File: config.mk
export PLATFORM = sky130hd
export DESIGN_NAME = uart_tx_arbiter
export DESIGN_NICKNAME = d
export VERILOG_FILES = /design/src/rtl/uart_tx_arbiter.sv
export SDC_FILE = /design/constraint.sdc
export NUM_CORES = 1
export LEC_CHECK = 0
export BUFFER_PORTS_ARGS = -buffer_cell sky130_fd_sc_hd__buf_2
export CORE_UTILIZATION = 40
export DETAILED_ROUTE_END_ITERATION = 12
export PLACE_DENSITY_LB_ADDON = 0.15
export SLEW_MARGIN = 10
export SYNTH_ARGS = -nofsm -noshare
export SYNTH_HDL_FRONTEND = slang
export SYNTH_SLANG_ARGS = --single-unit
File: constraint.sdc
create_clock -name clk -period 5.1 [get_ports clk]
set_input_delay 0.765 -clock clk [delete_from_list [all_inputs] [get_ports clk]]
set_output_delay 0.765 -clock clk [all_outputs]
set_load 0.02 [all_outputs]
File: src/rtl/uart_tx_arbiter.sv
// Round-robin arbiter feeding one uarttx from NUM_REQ byte requesters.
// Define TX_TIMEOUT_EN to add the donetx watchdog and the timeout_err pulse.
module uart_tx_arbiter #(
  parameter int NUM_REQ        = 4,
  parameter int CLK_FREQ       = 1000000,
  parameter int BAUD_RATE      = 9600,
  parameter int TIMEOUT_CYCLES = 2 * 10 * (CLK_FREQ / BAUD_RATE)
) (
  input  logic                       clk,
  input  logic                       rst,
  input  logic [NUM_REQ-1:0]         req,
  input  logic [8*NUM_REQ-1:0]       req_data,
  output logic [NUM_REQ-1:0]         ack,
  output logic                       busy,
  output logic [$clog2(NUM_REQ)-1:0] grant_id,
  output logic                       newd,
  output logic [7:0]                 tx_data,
  input  logic                       donetx,
  output logic                       timeout_err
);
  localparam int IW           = $clog2(NUM_REQ);
  localparam int CLKS_PER_BIT = CLK_FREQ / BAUD_RATE;
  localparam int CW           = $clog2(CLKS_PER_BIT + 1);

  if (NUM_REQ < 2 || NUM_REQ > 8 || TIMEOUT_CYCLES < 1) begin : g_bad_param
    $error("uart_tx_arbiter: unsupported parameter set");
  end

  typedef enum logic [1:0] {IDLE, LAUNCH, WAIT_DONE, RELEASE} state_t;

  state_t             state_q, state_d;
  logic [NUM_REQ-1:0] ack_q, ack_d, elig;
  logic [IW-1:0]      gid_q, gid_d, ptr_q, ptr_d, win, idx;
  logic [7:0]         data_q, data_d;
  logic [CW-1:0]      cnt_q, cnt_d;
  logic               newd_q, newd_d, busy_q, busy_d, mask_q, mask_d;
  logic               donetx_q, done_edge, found, tmo_hit;

  assign done_edge = donetx & ~donetx_q;

  // Search from ptr_q (the requester after the last winner), wrapping.
  // The just-acked requester sits out the first IDLE cycle after RELEASE.
  always_comb begin
    elig = req;
    if (mask_q) elig[gid_q] = 1'b0;
    win   = ptr_q;
    found = 1'b0;
    idx   = '0;
    for (int i = 0; i < NUM_REQ; i++) begin
      idx = IW'((int'(ptr_q) + i) % NUM_REQ);
      if (!found && elig[idx]) begin
        found = 1'b1;
        win   = idx;
      end
    end
  end

  always_comb begin
    state_d = state_q;
    newd_d  = newd_q;
    busy_d  = busy_q;
    ack_d   = '0;
    gid_d   = gid_q;
    data_d  = data_q;
    ptr_d   = ptr_q;
    mask_d  = 1'b0;
    cnt_d   = cnt_q;
    case (state_q)
      IDLE: begin
        if (found) begin
          state_d = LAUNCH;
          newd_d  = 1'b1;
          busy_d  = 1'b1;
          gid_d   = win;
          data_d  = req_data[8*win +: 8];
          ptr_d   = IW'((int'(win) + 1) % NUM_REQ);
          cnt_d   = '0;
        end
      end
      LAUNCH, WAIT_DONE: begin
        if (done_edge) begin
          state_d        = RELEASE;
          newd_d         = 1'b0;
          ack_d[gid_q]   = 1'b1;
        end else if (tmo_hit) begin
          state_d = IDLE;
          newd_d  = 1'b0;
          busy_d  = 1'b0;
        end else if (state_q == LAUNCH) begin
          // newd spans a full bit time so uarttx sees at least one uclk edge
          if (cnt_q == CW'(CLKS_PER_BIT - 1)) begin
            state_d = WAIT_DONE;
            newd_d  = 1'b0;
          end else begin
            cnt_d = cnt_q + 1'b1;
          end
        end
      end
      RELEASE: begin
        state_d = IDLE;
        busy_d  = 1'b0;
        mask_d  = 1'b1;
      end
      default: state_d = IDLE;
    endcase
  end

  always_ff @(posedge clk or posedge rst) begin
    if (rst) begin
      state_q  <= IDLE;
      newd_q   <= 1'b0;
      busy_q   <= 1'b0;
      ack_q    <= '0;
      gid_q    <= '0;
      data_q   <= '0;
      ptr_q    <= '0;
      mask_q   <= 1'b0;
      cnt_q    <= '0;
      donetx_q <= 1'b0;
    end else begin
      state_q  <= state_d;
      newd_q   <= newd_d;
      busy_q   <= busy_d;
      ack_q    <= ack_d;
      gid_q    <= gid_d;
      data_q   <= data_d;
      ptr_q    <= ptr_d;
      mask_q   <= mask_d;
      cnt_q    <= cnt_d;
      donetx_q <= donetx;
    end
  end

`ifdef TX_TIMEOUT_EN
  localparam int TW = $clog2(TIMEOUT_CYCLES + 1);

  logic [TW-1:0] tmo_q, tmo_d;
  logic          terr_q, terr_d;

  // Counter is zero on LAUNCH entry because LAUNCH is only reached from IDLE.
  assign tmo_hit = (state_q == LAUNCH || state_q == WAIT_DONE) &&
                   (tmo_q == TW'(TIMEOUT_CYCLES - 1));

  always_comb begin
    tmo_d  = tmo_q;
    if (state_q == IDLE) tmo_d = '0;
    else if (state_q == LAUNCH || state_q == WAIT_DONE) tmo_d = tmo_q + 1'b1;
    terr_d = tmo_hit & ~done_edge;
  end

  always_ff @(posedge clk or posedge rst) begin
    if (rst) begin
      tmo_q  <= '0;
      terr_q <= 1'b0;
    end else begin
      tmo_q  <= tmo_d;
      terr_q <= terr_d;
    end
  end

  assign timeout_err = terr_q;
`else
  assign tmo_hit     = 1'b0;
  assign timeout_err = 1'b0;
`endif

  assign ack      = ack_q;
  assign busy     = busy_q;
  assign grant_id = gid_q;
  assign newd     = newd_q;
  assign tx_data  = data_q;

endmodule

==> impl_metrics.toml <==
[logic_synthesis]
ys_seq_area_frac = 0.3900
yosys-top-cells-area = "dfrtp_1 (39%), mux2i_1 (9.1%), o221ai_2 (6.5%)"
syn_inst = 191
yosysMostFrequentCell = "dfrtp_1"
synth_edf_count = 0
syn_area_per_cell_sq_um = 9.741
async_flop_share = 1.000
yosys.area.top_type = "dfrtp_1"
ys.flop_type = "dfrtp_1"
ys_ff_latch = 29
yosys-top-cells-count = "dfrtp_1 (29), nand2_1 (21), mux2i_1 (17)"
synth_warnings = 0
yosysTopAreaCellShare = 0.3900
synthesis.area_sq_um = 1861
synthesis.nets = 235
synth.distinct_cells = 48

[die]
initial_utilization = 0.4215
rows = 24
io_pins = 56
chipWidth_um = 70.20
die_h_um = 70.20
die_area_sq_um = 4928
core_area_sq_um = 4414

[clock_tree]
h-tree-depth = 2
cts_tree = "done"
clk_path_buf_depth = 2
postCtsHoldBufs = 0
cts_setup_buffers = 0
cts_root_buffer = "clkbuf_8"
cts.repair.resized = 0
clk_pin_slew_worst_paths_ns = 0.07
cts_num_sinks = 29
cts_buffers = 5
clock_latency_ns = 0.28

[global_route]
grt_pass1_wl_um = 6775
grt-ovfl-total = 0
antenna_found_initial = 0
grt_max_degree = 30
grt_usage = 0.1747
grt_pass1_vias = 1490

[setup_path]
reg2reg_depth = 6
path_class = "flip-flop to flip-flop"
cp.required_ns = 5.25
worstPathMaxFanout = 17
startpoint_type = "flip-flop"
crit_start = "grant_id[0]"
rr_startpoint = "grant_id[0]"
cp.arrival_ns = 2.83
end_kind = "flip-flop"

[timing]
fmax_ghz = 0.3732
drv_slew = 0
finalSetupViolCount = 0
rsz0062_at_grt = "no"
finClkSkew_ns = 0.006301
tightest_slew_ns = 1.081
max-slew-margin-rel = 0.2795
hold_viol_final = 0
timing.final.crit_period_ns = 2.679
fin_crit_sh = 0.5253
tns_ns = 0

[drt]
drc_errors = 0
first_iter_violations = 100
drtPass1Iterations = 4
drt_wl_total_um = 3915
wire_per_inst_um = 13.14
num_vias = 1591
vias_per_cell = 5.339
ant_nets = 0

[power]
p_leak_nw = 1.081
ir_worst_vdd_v = 0.0003143
finalPower_mw = 1.247
powerDensity_nw_per_um2 = 562.9

[placement]
numPortBuffers = 54
dp_hpwl_um = 2850
place_congestion = 0.8129
placedCellCount = 290

[finish]
fillers = 432
area_delta_synth_final_pct = 19.10
multi_input_comb_area_sq_um = 1023
nets = 289
antenna_cells = 0
drive_gt1_frac = 0.3415
regArea_sq_um = 725.7
fin_cells = 298

[flow_run]
max_cap_violations = 0

[outcome]
status = "completed"

[worst_hold_path]
min_path_cells = 2
hp-class = "flip-flop to flip-flop"
min_from = "tx_data[2]"
[placed cells by master (no fill, tap or decap), types with 5 or more instances in the layout]
cell type,synthesis,layout
a21oi_1,10,10
buf_2,2,54
clkbuf_8,0,5
dfrtp_1,29,29
ha_1,5,5
inv_1,7,7
mux2i_1,17,17
nand2_1,21,21
nand2b_1,5,5
nand3_1,5,5
nor2_1,14,14
o21ai_0,10,10
o221ai_2,8,8
[critical path, cell delays in order, from the launching register on]
cell	delay [ns]
dfrtp_1	0.52
or3b_1	0.48
nor2_1	0.14
nor2_1	0.09
o21ai_2	0.86
mux2i_1	0.34
o221ai_2	0.11
[flip-flops by register name, indices dropped and copies added, names as in the netlist]
register and flops:
busy 1, ptr_q 2, mask_q 1, donetx_q 1, cnt_q 7, state_q 2
ack 4, grant_id 2, newd 1, tx_data 8
[layer usage]
| metal | track usage | vias to the layer above | share of wire |
|---|---|---|---|
| met5 | 0 | - | 0 |
| met4 | 0.06000 | 0 | 0.015 |
| met2 | 0.2831 | 38 | 0.46 |
| met1 | 0.2252 | 750 | 0.47 |
| met3 | 0.04618 | 6 | 0.053 |
| li1 | - | 797 | - |
[where the power goes]
part           switching (mW)  leakage, nW  internal [mW]  total (mW)
Clock                  0.0912       0.0450         0.0944       0.186
Combinational           0.389        0.669          0.273       0.662
Sequential             0.0856        0.367          0.314       0.400
[layout make-up]
class,instances,share of cell area
inverter,9,0.01525
clock buffer,6,0.03275
clock inverter,2,0.004517
timing repair buffer,56,0.1287
multi-input combinational,144,0.4619
tap,52,0.02936
sequential,29,0.3275
[worst paths after layout]
check / slack [ns] / to
worst max-delay path: 2.42 / tx_data[6]
worst min-delay path: 0.48 / tx_data[2]
worst max register to register: 2.42 / tx_data[6]
worst min register to register: 0.48 / tx_data[2]
max in group asynchronous: 4.29 / grant_id[0]
min in group asynchronous: 0.54 / cnt_q[6]
[cell families after synthesis]
family,share of synthesized area
simple gates,0.1923
compound gates,0.2246
flops,0.3900
buf+inv,0.05985
mux,0.09751
fa+ha+maj,0.03362
other cells,0.002016
[per-stage QoR]
stage               hold slack [ns]  setup slack [ns]  utilization  instance area, sq um
floorplan                    0.4739             2.870            -                  1861
global placement             0.4698             2.337       0.4833                  2133
detailed placement           0.4792             2.285       0.4833                  2133
CTS                          0.4935             2.366       0.5020                  2216
global route                 0.5253             2.207       0.5020                  2216
finish                       0.4841             2.421       0.5020                  2216
(Power assumes the default switching activity.)
